--- src/rtl/encoder_pkg.sv ---
// Shared types and constants for the rotary encoder input conditioner.
package encoder_pkg;

  // Quadrature states; each encoding equals the {A,B} clean pair it tracks.
  typedef enum logic [1:0] {
    S00 = 2'b00,
    S01 = 2'b01,
    S10 = 2'b10,
    S11 = 2'b11
  } quad_state_t;

  localparam logic DIR_INC = 1'b1;
  localparam logic DIR_DEC = 1'b0;

  // Signed quarter-step accumulator; holds -4..+4 between detents.
  localparam int unsigned Q_W = 4;
  typedef logic signed [Q_W-1:0] quarter_t;

  // Next state in increment order 00->10->11->01->00.
  function automatic quad_state_t inc_next(input quad_state_t s);
    case (s)
      S00:     return S10;
      S10:     return S11;
      S11:     return S01;
      default: return S00;
    endcase
  endfunction

endpackage

--- src/rtl/input_debouncer.sv ---
// Two-flop synchronizer followed by a saturating hold-time debounce counter.
// The clean output follows the synchronized level only after it has differed
// for DEBOUNCE_CYCLES consecutive cycles (DEBOUNCE_CYCLES must be >= 1).
module input_debouncer #(
  parameter int unsigned DEBOUNCE_CYCLES = 50000,
  parameter logic        RESET_LEVEL     = 1'b0
) (
  input  logic clk,
  input  logic rst,
  input  logic raw,
  output logic clean
);

  localparam int unsigned           CNT_W    = $clog2(DEBOUNCE_CYCLES) + 1;
  localparam logic [CNT_W-1:0]      CNT_LAST = CNT_W'(DEBOUNCE_CYCLES - 1);

  logic             sync_1;
  logic             sync_2;
  logic [CNT_W-1:0] cnt;

  // Metastability guard: two flops, reset to the idle pin level.
  always_ff @(posedge clk or posedge rst) begin
    if (rst) begin
      sync_1 <= RESET_LEVEL;
      sync_2 <= RESET_LEVEL;
    end else begin
      sync_1 <= raw;
      sync_2 <= sync_1;
    end
  end

  // Count disagreement cycles; flip clean on the last one, clear on agreement.
  always_ff @(posedge clk or posedge rst) begin
    if (rst) begin
      cnt   <= '0;
      clean <= RESET_LEVEL;
    end else if (sync_2 == clean) begin
      cnt <= '0;
    end else if (cnt == CNT_LAST) begin
      cnt   <= '0;
      clean <= sync_2;
    end else begin
      cnt <= cnt + 1'b1;
    end
  end

endmodule

--- src/rtl/encoder_input_conditioner.sv ---
// Rotary encoder front end: debounces A, B and the push button, decodes
// quadrature into one step per detent, and produces button event pulses.
module encoder_input_conditioner
  import encoder_pkg::*;
#(
  parameter int unsigned DEBOUNCE_CYCLES   = 50000,
  parameter int unsigned LONG_PRESS_CYCLES = 50000000,
  parameter logic [1:0]  IDLE_AB           = 2'b11
) (
  input  logic clk,
  input  logic rst,
  input  logic raw_a,
  input  logic raw_b,
  input  logic raw_button,
  output logic a_clean,
  output logic b_clean,
  output logic button_clean,
  output logic step_valid,
  output logic step_dir,
  output logic btn_press,
  output logic btn_release,
  output logic btn_long,
  output logic quad_error
);

  localparam quad_state_t IDLE_ST    = quad_state_t'(IDLE_AB);
  localparam quarter_t    Q_POS_FULL = quarter_t'(4);
  localparam quarter_t    Q_NEG_FULL = quarter_t'(-4);

  // A long press of 1 cycle would coincide with btn_press; the minimum
  // effective threshold is therefore 2 so the two pulses never share a cycle.
  localparam int unsigned LONG_EFF  = (LONG_PRESS_CYCLES < 2) ? 2 : LONG_PRESS_CYCLES;
  localparam int unsigned LP_W      = $clog2(LONG_EFF + 1);
  localparam logic [LP_W-1:0] LONG_LAST = LP_W'(LONG_EFF - 1);
  localparam logic [LP_W-1:0] LONG_HOLD = LP_W'(LONG_EFF);

  input_debouncer #(
    .DEBOUNCE_CYCLES(DEBOUNCE_CYCLES),
    .RESET_LEVEL    (IDLE_AB[1])
  ) u_deb_a (
    .clk  (clk),
    .rst  (rst),
    .raw  (raw_a),
    .clean(a_clean)
  );

  input_debouncer #(
    .DEBOUNCE_CYCLES(DEBOUNCE_CYCLES),
    .RESET_LEVEL    (IDLE_AB[0])
  ) u_deb_b (
    .clk  (clk),
    .rst  (rst),
    .raw  (raw_b),
    .clean(b_clean)
  );

  input_debouncer #(
    .DEBOUNCE_CYCLES(DEBOUNCE_CYCLES),
    .RESET_LEVEL    (1'b0)
  ) u_deb_btn (
    .clk  (clk),
    .rst  (rst),
    .raw  (raw_button),
    .clean(button_clean)
  );

  quad_state_t     st;
  quad_state_t     ab_st;
  quarter_t        q;
  quarter_t        q_next;
  logic            fwd;
  logic            bwd;
  logic            jump;
  logic            btn_prev;
  logic [LP_W-1:0] long_cnt;

  // Classify the current clean pair against the tracked state.
  always_comb begin
    ab_st  = quad_state_t'({a_clean, b_clean});
    fwd    = (ab_st == inc_next(st));
    bwd    = (st == inc_next(ab_st));
    jump   = (ab_st != st) && !fwd && !bwd;
    q_next = q;
    if (fwd) begin
      q_next = q + quarter_t'(1);
    end else if (bwd) begin
      q_next = q - quarter_t'(1);
    end
  end

  // Quadrature FSM: accumulate quarters, emit a step on a full detent.
  always_ff @(posedge clk or posedge rst) begin
    if (rst) begin
      st         <= IDLE_ST;
      q          <= '0;
      step_valid <= 1'b0;
      step_dir   <= DIR_DEC;
      quad_error <= 1'b0;
    end else begin
      step_valid <= 1'b0;
      quad_error <= 1'b0;
      if (ab_st != st) begin
        st <= ab_st;
        if (jump) begin
          quad_error <= 1'b1;
          q          <= '0;
        end else if (ab_st == IDLE_ST) begin
          q <= '0;
          if (q_next == Q_POS_FULL) begin
            step_valid <= 1'b1;
            step_dir   <= DIR_INC;
          end else if (q_next == Q_NEG_FULL) begin
            step_valid <= 1'b1;
            step_dir   <= DIR_DEC;
          end
        end else begin
          q <= q_next;
        end
      end
    end
  end

  // Button edge pulses, one cycle after the clean level changes.
  always_ff @(posedge clk or posedge rst) begin
    if (rst) begin
      btn_prev    <= 1'b0;
      btn_press   <= 1'b0;
      btn_release <= 1'b0;
    end else begin
      btn_prev    <= button_clean;
      btn_press   <= button_clean & ~btn_prev;
      btn_release <= ~button_clean & btn_prev;
    end
  end

  // Long-press timer: counts past the threshold once and parks there,
  // so the pulse fires a single time per press.
  always_ff @(posedge clk or posedge rst) begin
    if (rst) begin
      long_cnt <= '0;
      btn_long <= 1'b0;
    end else begin
      btn_long <= button_clean && (long_cnt == LONG_LAST);
      if (!button_clean) begin
        long_cnt <= '0;
      end else if (long_cnt != LONG_HOLD) begin
        long_cnt <= long_cnt + 1'b1;
      end
    end
  end

endmodule

--- config.mk ---
export PLATFORM = sky130hd
export DESIGN_NAME = encoder_input_conditioner
export DESIGN_NICKNAME = d
export VERILOG_FILES = /design/src/rtl/encoder_pkg.sv /design/src/rtl/input_debouncer.sv /design/src/rtl/encoder_input_conditioner.sv
export SDC_FILE = /design/constraint.sdc
export NUM_CORES = 1
export LEC_CHECK = 0
export ABC_AREA = 1
export ABC_CLOCK_PERIOD_IN_PS = 3300
export CAP_MARGIN = 20
export CORE_ASPECT_RATIO = 1.75
export CORE_MARGIN = 10
export CORE_UTILIZATION = 55
export CTS_BUF_LIST = sky130_fd_sc_hd__clkbuf_2 sky130_fd_sc_hd__clkbuf_4 sky130_fd_sc_hd__clkbuf_8
export DETAILED_ROUTE_END_ITERATION = 8
export PLACE_DENSITY = 0.75
export SLEW_MARGIN = 30
export SYNTH_ARGS = -nofsm -noshare
export SYNTH_HDL_FRONTEND = slang
export SYNTH_SLANG_ARGS = --single-unit
--- constraint.sdc ---
create_clock -name clk -period 3.3 [get_ports clk]
set_clock_uncertainty 0.05 [all_clocks]
set_input_delay 0.495 -clock clk [delete_from_list [all_inputs] [get_ports clk]]
set_output_delay 0.495 -clock clk [all_outputs]
set_load 0.02 [all_outputs]
==> flow_summary.json, run 1 <==
{
  "syn_area_um2": 5470,
  "synthDistinctLibCells": 37,
  "avgSynthCellArea_um2": 7.55,
  "viasPerCell": 5.38,
  "synth_enable_flop_cells": 0,
  "cts_max_path_buffers": 2,
  "grt_max_degree": 52,
  "fill_cells": 865,
  "power_mw": 2.14,
  "grt_pass1_vias": 4825,
  "htree_levels": 3,
  "setup_violations": 0,
  "avgRoutedWirePerCell_um": 13.6,
  "dr.pass1.iters": 6,
  "cp-start-kind": "flop",
  "crit_required_ns": 2.75,
  "path_max_fanout": 10,
  "hold_path_class": "reg -> reg",
  "setup_tns_ns": 0,
  "crit_arrival_ns": 1.67,
  "fmax_mhz": 452,
  "hold_buffers": 0,
  "vias": 4683,
  "rows": 48,
  "ios": 14,
  "clkTransAtPathRegs_ns": 0.09,
  "gr-usage-met1_pct": 16.9,
  "grt.met2_usage_pct": 30.4,
  "vdd_drop_max_uv": 314,
  "async_flop_share_pct": 100,
  "initial_core_util_pct": 55.8,
  "syn-num-nets": 736,
  "drive_gt1_share_pct": 8.31,
  "port_buffers": 13,
  "fin_crit_sh_pct": 67.0,
  "core-area_um2": 9790,
  "layout_common_cells": "nand2_1 (185), nor2_1 (133), dfrtp_1 (91), inv_1 (73), nand3_1 (59)",
  "post_cts_buffers": 0,
  "nets": 754,
  "layout.area.seq_um2": 2490,
  "cts_root_buffer": "clkbuf_8",
  "cts.repair.resized": 0,
  "busiest_layer": "met2",
  "cts_buffers": 9,
  "dieArea_um2": 14500,
  "grt_overflow": 0,
  "critPathKind": "reg -> out",
  "crit_slowest_cell": "clkdlybuf4s50_1",
  "gp_congestion": 0.982,
  "cp-end-kind": "output port",
  "mostFrequentLayoutCell": "nand2_1",
  "drv_cap": 0,
  "die_h_um": 152,
  "remaining_drc_errors": 0,
  "met3_usage_pct": 2.66,
  "synth_top_flop_cell": "dfrtp_1",
  "leakagePower_nw": 2.44,
  "crit_family": "buffers and inverters",
  "hpwl_um": 8970,
  "ys_warn_count": 0,
  "area_growth_syn_to_layout_pct": 8.56,
  "layout_min_cycle_time_ns": 2.21,
  "cp_cell_sequence": "clkdlybuf4s50_1",
  "tritoncts": "yes",
  "n_antenna_cell": 0,
  "die_w_um": 95.4,
  "multi_input_area_um2": 2620,
  "postRouteAntennaNets": 0,
  "grt_use_total_pct": 17.3,
  "cts.sinks": 99,
  "max_slew.worst_pin.slew_ns": 0.635,
  "postSynthCellCount": 724,
  "hold_violations": 0,
  "rsz0062_at_grt": "false",
  "cpPeakStageDelay_ns": 0.65,
  "insertion_delay_ns": 0.37,
  "antenna_found_initial": 0,
  "initialDrtViolationCount": 209,
  "slew-limit-headroom_pct": 57.7,
  "status": "finished clean",
  "yosysSeqAreaShare_pct": 45.5,
  "power-per-cell-area_nw_per_um2": 361,
  "routed_wl_um": 11800,
  "slew_viol_final": 0,
  "path_buf_inv": 1,
  "grt_pass1_wl_um": 20400,
  "ys_seq_elements": 99
}
==> sequential cells by signal, summed over array words and instances (netlist names), 2 cells and up <==
signal and cells:
q 4, long_cnt 26, st 2, u_deb_a.cnt 17
u_deb_btn.cnt 17, u_deb_b.cnt 17
==> final cells by class <==
cell class	count	area share, %
clock inverter	6	1.48
timing repair buffer	15	2.66
inverter	81	5.17
tap	125	2.64
sequential	99	41.9
multi-input combinational	536	44.1
clock buffer	9	2.09
==> synthesized netlist by cell type (2+ instances only) <==
master / n / share of area [%]
xor2_1: 27 / 4.3
nor3_1: 27 / 2.5
nand2_2: 5 / 0.57
inv_1: 74 / 5.1
a21oi_1: 14 / 1.3
nand3_1: 59 / 5.4
o22ai_1: 2 / 0.23
nor3_2: 6 / 1.1
nor2_1: 133 / 9.1
or2_2: 3 / 0.34
nand3_2: 2 / 0.37
o21bai_1: 2 / 0.27
xnor2_1: 9 / 1.4
buf_6: 2 / 0.41
nand2_1: 185 / 13
nor2_4: 3 / 0.62
nor3b_1: 4 / 0.55
clkbuf_1: 2 / 0.14
inv_2: 5 / 0.34
clkinv_1: 2 / 0.14
dfstp_2: 8 / 3.8
dfrtp_1: 91 / 42
o21ai_0: 13 / 1.2
o21ai_1: 2 / 0.18
nand4_1: 16 / 1.8
or2_0: 2 / 0.23
nor2_2: 10 / 1.1
ha_1: 7 / 1.6
==> where the power goes <==
| part | switching [mW] | internal (mW) | total [mW] | leakage, nW |
|---|---|---|---|---|
| combinational | 0.0439 | 0.0166 | 0.0605 | 0.989 |
| clock | 0.420 | 0.426 | 0.846 | 0.110 |
| sequential | 0.00796 | 1.23 | 1.23 | 1.34 |
| total | 0.472 | 1.67 | 2.14 | 2.44 |
==> worst paths after layout <==
kind	start	to	slack [ns]	cells after the start
setup reg to reg	long_cnt[0]$_DFFE_PP0P_	long_cnt[12]$_DFFE_PP0P_	1.55	7
hold / removal	u_deb_a.sync_1$_DFF_PP1_	u_deb_a.sync_2$_DFF_PP1_	0.31	0
setup / recovery	u_deb_a.clean$_DFFE_PP1P_	a_clean	1.09	1
hold reg to reg	u_deb_a.sync_1$_DFF_PP1_	u_deb_a.sync_2$_DFF_PP1_	0.31	0
max in group asynchronous	rst	long_cnt[21]$_DFFE_PP0P_	1.99	3
min in group asynchronous	rst	step_dir$_DFFE_PP0P_	0.49	2
==> metrics by stage <==
step	setup WS [ns]	cell area [um^2]	util, %	instances	hold slack (ns)
after floorplan	0.178	5470	-	724	0.281
after global placement	1.49	5720	58.5	856	0.290
after detailed placement	1.48	5720	58.5	856	0.295
after CTS	1.05	5930	60.6	871	0.312
after global routing	1.02	5930	60.6	871	0.319
final	1.09	5930	60.6	871	0.310
==> layer usage <==
| layer | up-vias | wire (um) |
|---|---|---|
| met3 | 63 | 368 |
| li1 | 2325 | - |
| met4 | 0 | 648 |
| met2 | 129 | 6380 |
| met5 | - | 0 |
| met1 | 2166 | 4410 |
==> logic make-up after synthesis <==
group           count (synthesis)  synth area share, %
flops                          99                 45.5
buf+inv                        89                 6.66
compound gates                 34                 3.27
xor+xnor                       36                 5.77
fa+ha+maj                       7                 1.60
simple gates                  459                 37.2
(Power assumes the default switching activity.)
==> run 2: changes to the inputs <==
Settings changed: ABC_CLOCK_PERIOD_IN_PS 3300 to 1900.
Clock period 3.3 ns to 1.9 ns, I/O delays scaled along.
==> flow_summary.json, run 2 (synthesis results as in run 1) <==
{
  "crit_arrival_ns": 1.43,
  "top_register": "long_cnt",
  "clkTransAtPathRegs_ns": 0.09,
  "path_buf_inv": 1,
  "cts_buffers": 9,
  "max_slew.worst_pin.slew_ns": 0.433,
  "rows": 48,
  "power_mw": 3.65,
  "busiest_layer": "met2",
  "core-area_um2": 9790,
  "initial_core_util_pct": 55.8,
  "drv_cap": 0,
  "largest_register_ffs": 26,
  "power-per-cell-area_nw_per_um2": 612,
  "critPathKind": "reg -> out",
  "nets": 758,
  "rsz0062_at_grt": "false",
  "leakagePower_nw": 2.48,
  "avgRoutedWirePerCell_um": 13.5,
  "grt_max_degree": 51,
  "ff2ff_path_depth": 7,
  "path_max_fanout": 5,
  "hold_violations": 0,
  "endpoint": "button_clean",
  "setup_tns_ns": 0,
  "dieArea_um2": 14500,
  "met3_usage_pct": 2.47,
  "layout_common_cells": "nand2_1 (185), nor2_1 (133), dfrtp_1 (91), inv_1 (73), nand3_1 (59)",
  "initialDrtViolationCount": 281,
  "crit_required_ns": 1.56,
  "cp-startpoint": "u_deb_btn.clean$_DFFE_PP0P_",
  "gp_congestion": 1.02,
  "slew-limit-headroom_pct": 70.9,
  "grt_use_total_pct": 17.7,
  "mostFrequentLayoutCell": "nand2_1",
  "antenna_found_initial": 0,
  "fmax_mhz": 567,
  "cts.sinks": 99,
  "cts_max_path_buffers": 2,
  "crit_slowest_cell": "clkdlybuf4s50_1",
  "hold_path_class": "in -> async",
  "hpwl_um": 9240,
  "viasPerCell": 5.29,
  "insertion_delay_ns": 0.38,
  "crit_family": "buffers and inverters",
  "hold_buffers": 0,
  "layout.area.seq_um2": 2490,
  "grt.met2_usage_pct": 30.8,
  "layout_min_cycle_time_ns": 1.76,
  "reg2reg_to": "long_cnt[10]$_DFFE_PP0P_",
  "tritoncts": "yes",
  "remaining_drc_errors": 0,
  "status": "finished clean",
  "setup_violations": 0,
  "slew_viol_final": 0,
  "n_antenna_cell": 0,
  "die_h_um": 152,
  "grt_pass1_vias": 4780,
  "multi_input_area_um2": 2620,
  "reg2reg_setup_slack_ns": 0.20,
  "path_depth": 1,
  "fill_cells": 854,
  "postRouteAntennaNets": 0,
  "cp_cell_sequence": "clkdlybuf4s50_1",
  "cp-start-kind": "flop",
  "drive_gt1_share_pct": 8.92,
  "post_cts_buffers": 0,
  "fin_crit_sh_pct": 92.8,
  "grt_pass1_wl_um": 20900,
  "vdd_drop_max_uv": 436,
  "area_growth_syn_to_layout_pct": 9.16,
  "grt_overflow": 0,
  "cts_root_buffer": "clkbuf_8",
  "cp-end-kind": "output port",
  "gr-usage-met1_pct": 18.4,
  "htree_levels": 3,
  "dr.pass1.iters": 4,
  "timing.rr.start": "long_cnt[0]$_DFFE_PP0P_",
  "vias": 4634,
  "die_w_um": 95.4,
  "routed_wl_um": 11800,
  "ios": 14,
  "timing.final.ws_setup_ns": 0.136,
  "cpPeakStageDelay_ns": 0.63,
  "port_buffers": 13,
  "preCtsSetupSlack_ns": 0.232
}
-- run 2: changes by cell type in the layout (fill, tap and decap cells not counted), sizes merged --
cell and change:
dlygate4sd2 +2, clkbuf +3, inv -3, clkinv -1
clkdlybuf4s50 -2, bufinv -1, buf +4, clkinvlp +3
-- run 2: what timing repair did --
item,4_1_cts,5_1_grt
endpoints found under the setup margin,2,1
resized for setup,2,1
hold endpoints to repair,0,0
-- run 2: per-stage QoR --
stage	cell area [um^2]	util, %	hold slack (ns)	std cells
after global routing	5970	61.0	0.188	876
final	5970	61.0	0.185	876
after global placement	5750	58.8	0.284	860
after CTS	5960	60.9	0.174	876
after detailed placement	5750	58.8	0.294	860
after floorplan	5470	-	0.239	724
-- run 2: cell type report --
type / instances / share of cell area (%)
Timing Repair Buffer: 19 / 3.10
Inverter: 81 / 5.16
Multi-Input combinational cell: 536 / 43.9
Clock buffer: 12 / 2.66
Sequential cell: 99 / 41.7
Tap cell: 125 / 2.62
Clock inverter: 4 / 0.839
-- run 2: routing by layer --
layer | vias to the layer above | part of all wire [%]
li1 | 2330 | -
met1 | 2158 | 38
met2 | 97 | 54
met3 | 49 | 2.6
met4 | 0 | 5.5
met5 | - | 0
-- run 2: worst min-delay path by stage --
stage / start / endpoint / slack [ns] / cells after the start
3_3_place_gp: u_deb_btn.sync_1$_DFF_PP0_ / u_deb_btn.sync_2$_DFF_PP0_ / 0.28 / 0
3_5_place_dp: u_deb_btn.sync_1$_DFF_PP0_ / u_deb_btn.sync_2$_DFF_PP0_ / 0.29 / 0
2_1_floorplan: raw_a / u_deb_a.sync_1$_DFF_PP1_ / 0.24 / 0
5_1_grt: rst / u_deb_btn.sync_1$_DFF_PP0_ / 0.19 / 2
4_1_cts: rst / u_deb_btn.cnt[11]$_DFF_PP0_ / 0.17 / 2
6_report: rst / u_deb_btn.cnt[11]$_DFF_PP0_ / 0.18 / 2
-- run 2: report_power, final --
group          leakage [nW]  internal, mW  switching, mW
sequential             1.34          2.13         0.0136
combinational          1.03        0.0313         0.0768
clock                 0.102         0.693          0.706
==> run 3: changes to the inputs <==
Settings changed: CORE_UTILIZATION 55 to 45, CTS_CLUSTER_DIAMETER set to 80, PLACE_DENSITY 0.75 to unset.
==> flow_summary.json, run 3 (synthesis results as in run 1) <==
{
  "power_mw": 3.54,
  "insertion_delay_ns": 0.37,
  "max_slew.worst_pin.slew_ns": 0.521,
  "routed_wl_um": 12300,
  "hpwl_um": 9350,
  "critPathKind": "reg -> out",
  "ios": 14,
  "dp.cells": 870,
  "viasPerCell": 5.16,
  "dieArea_um2": 17100,
  "crit_arrival_ns": 1.48,
  "power.share.combinational_pct": 3.0,
  "rows": 53,
  "cp-start-kind": "flop",
  "initial_core_util_pct": 45.8,
  "preCtsSetupSlack_ns": 0.232,
  "rsz0062_at_grt": "false",
  "seqPwrFrac_pct": 60.6,
  "drive_gt1_share_pct": 8.68,
  "grt_use_total_pct": 15.4,
  "cpPeakStageDelay_ns": 0.65,
  "hold_violations": 0,
  "largest_register_ffs": 26,
  "nets": 756,
  "post_cts_buffers": 0,
  "grt_overflow": 0,
  "status": "finished clean",
  "postRouteAntennaNets": 0,
  "grt_max_degree": 100,
  "path_max_fanout": 5,
  "top_register": "long_cnt",
  "vias": 4569,
  "remaining_drc_errors": 0,
  "initialDrtViolationCount": 184,
  "stdcell_count": 886,
  "hold_slack_ns": 0.267,
  "fin_crit_sh_pct": 95.5,
  "grt_pass1_vias": 4751,
  "mostFrequentLayoutCell": "nand2_1",
  "crit_family": "buffers and inverters",
  "gp_congestion": 0.967,
  "cp-end-kind": "output port",
  "layout_common_cells": "nand2_1 (185), nor2_1 (133), dfrtp_1 (91), inv_1 (73), nand3_1 (59)",
  "p_clk_share_pct": 36.4,
  "fmax_mhz": 551,
  "cp_cell_sequence": "clkdlybuf4s50_1",
  "slew_viol_final": 0,
  "avgRoutedWirePerCell_um": 13.8,
  "setup_tns_ns": 0,
  "leakagePower_nw": 2.45,
  "slew-limit-headroom_pct": 65.0,
  "vdd_drop_max_uv": 303,
  "die_w_um": 103,
  "p_sw_mw": 0.818,
  "port_buffers": 13,
  "crit_required_ns": 1.56,
  "cts_buffers": 9,
  "hold_path_class": "in -> reg",
  "htree_levels": 3,
  "power-per-cell-area_nw_per_um2": 596,
  "cts_max_path_buffers": 2,
  "crit_slowest_cell": "clkdlybuf4s50_1",
  "timing.final.ws_setup_ns": 0.0856,
  "cts_root_buffer": "clkbuf_8",
  "path_buf_inv": 1,
  "area_growth_syn_to_layout_pct": 8.56,
  "internal_power_mw": 2.72,
  "core-area_um2": 11900,
  "clkTransAtPathRegs_ns": 0.09,
  "drv_cap": 0,
  "cts.sinks": 99,
  "antenna_found_initial": 0,
  "dr.pass1.iters": 4,
  "grt_pass1_wl_um": 21500,
  "switching_share_pct": 23.1,
  "setup_violations": 0,
  "n_antenna_cell": 0,
  "die_h_um": 166,
  "layout_min_cycle_time_ns": 1.81,
  "tritoncts": "yes"
}
-- run 3: cell types whose count changed in the layout (fill, tap and decap cells not counted), sizes merged --
cell	previous run	this run
buf	6	4
clkinv	3	5
inv	78	79
bufinv	1	0
clkinvlp	3	1
-- run 3: area by class of cell --
type / instances / area (um^2)
Multi-Input combinational cell: 536 / 2620
Tap cell: 137 / 171
Clock buffer: 12 / 159
Timing Repair Buffer: 17 / 170
Inverter: 81 / 308
Clock inverter: 4 / 23.8
Sequential cell: 99 / 2490
Fill cell: 1177 / 6000
-- run 3: worst paths after layout --
check / from / to / slack [ns] / cells after the start
min in group asynchronous: rst / u_deb_b.cnt[8]$_DFF_PP0_ / 0.36 / 3
worst max-delay path: u_deb_btn.clean$_DFFE_PP0P_ / button_clean / 0.09 / 1
worst max register to register: long_cnt[0]$_DFFE_PP0P_ / long_cnt[12]$_DFFE_PP0P_ / 0.22 / 7
max in group asynchronous: rst / u_deb_a.sync_1$_DFF_PP1_ / 1.04 / 3
worst min-delay path: raw_b / u_deb_b.sync_1$_DFF_PP1_ / 0.27 / 1
worst min register to register: u_deb_btn.sync_1$_DFF_PP0_ / u_deb_btn.sync_2$_DFF_PP0_ / 0.31 / 0
-- run 3: through the flow --
step	instance area, um^2	util (%)
2_1_floorplan	5470	-
5_1_grt	5930	49.7
6_report	5930	49.7
3_3_place_gp	5750	48.2
4_1_cts	5930	49.7
3_5_place_dp	5750	48.2
-- run 3: repair_timing --
item / CTS / global route
endpoints found under the setup margin: 2 / 0
hold buffers: 0 / 0
resized for setup: 2 / 0
-- run 3: worst reg2reg max path, stage by stage, from the launching register on --
cell and delay [ns]:
dfrtp_1 0.45, ha_1 0.26, nand2_1 0.14, nor3_2 0.36, nand2_2 0.09, o21ai_1 0.13
nand2_1 0.06, nor2_1 0.08
-- run 3: routing by layer --
metal  vias to the layer above  global-route usage [%]  part of all wire, %
li1                       2325                       -                    -
met1                      2132                    16.6                   40
met2                        82                    27.4                   54
met3                        30                    2.75                  2.9
met4                         0                    7.42                  3.2
met5                         -                       0                    0
-- run 3: power groups by stage --
stage                     clock network, mW  registers, mW  logic, mW
after detailed placement                  0           2.19      0.112
after CTS                              1.34           2.15      0.112
after global routing                   1.43           2.15      0.127
final                                  1.29           2.15      0.106
after global placement                    0           2.19      0.109
after floorplan                           0           2.18     0.0713
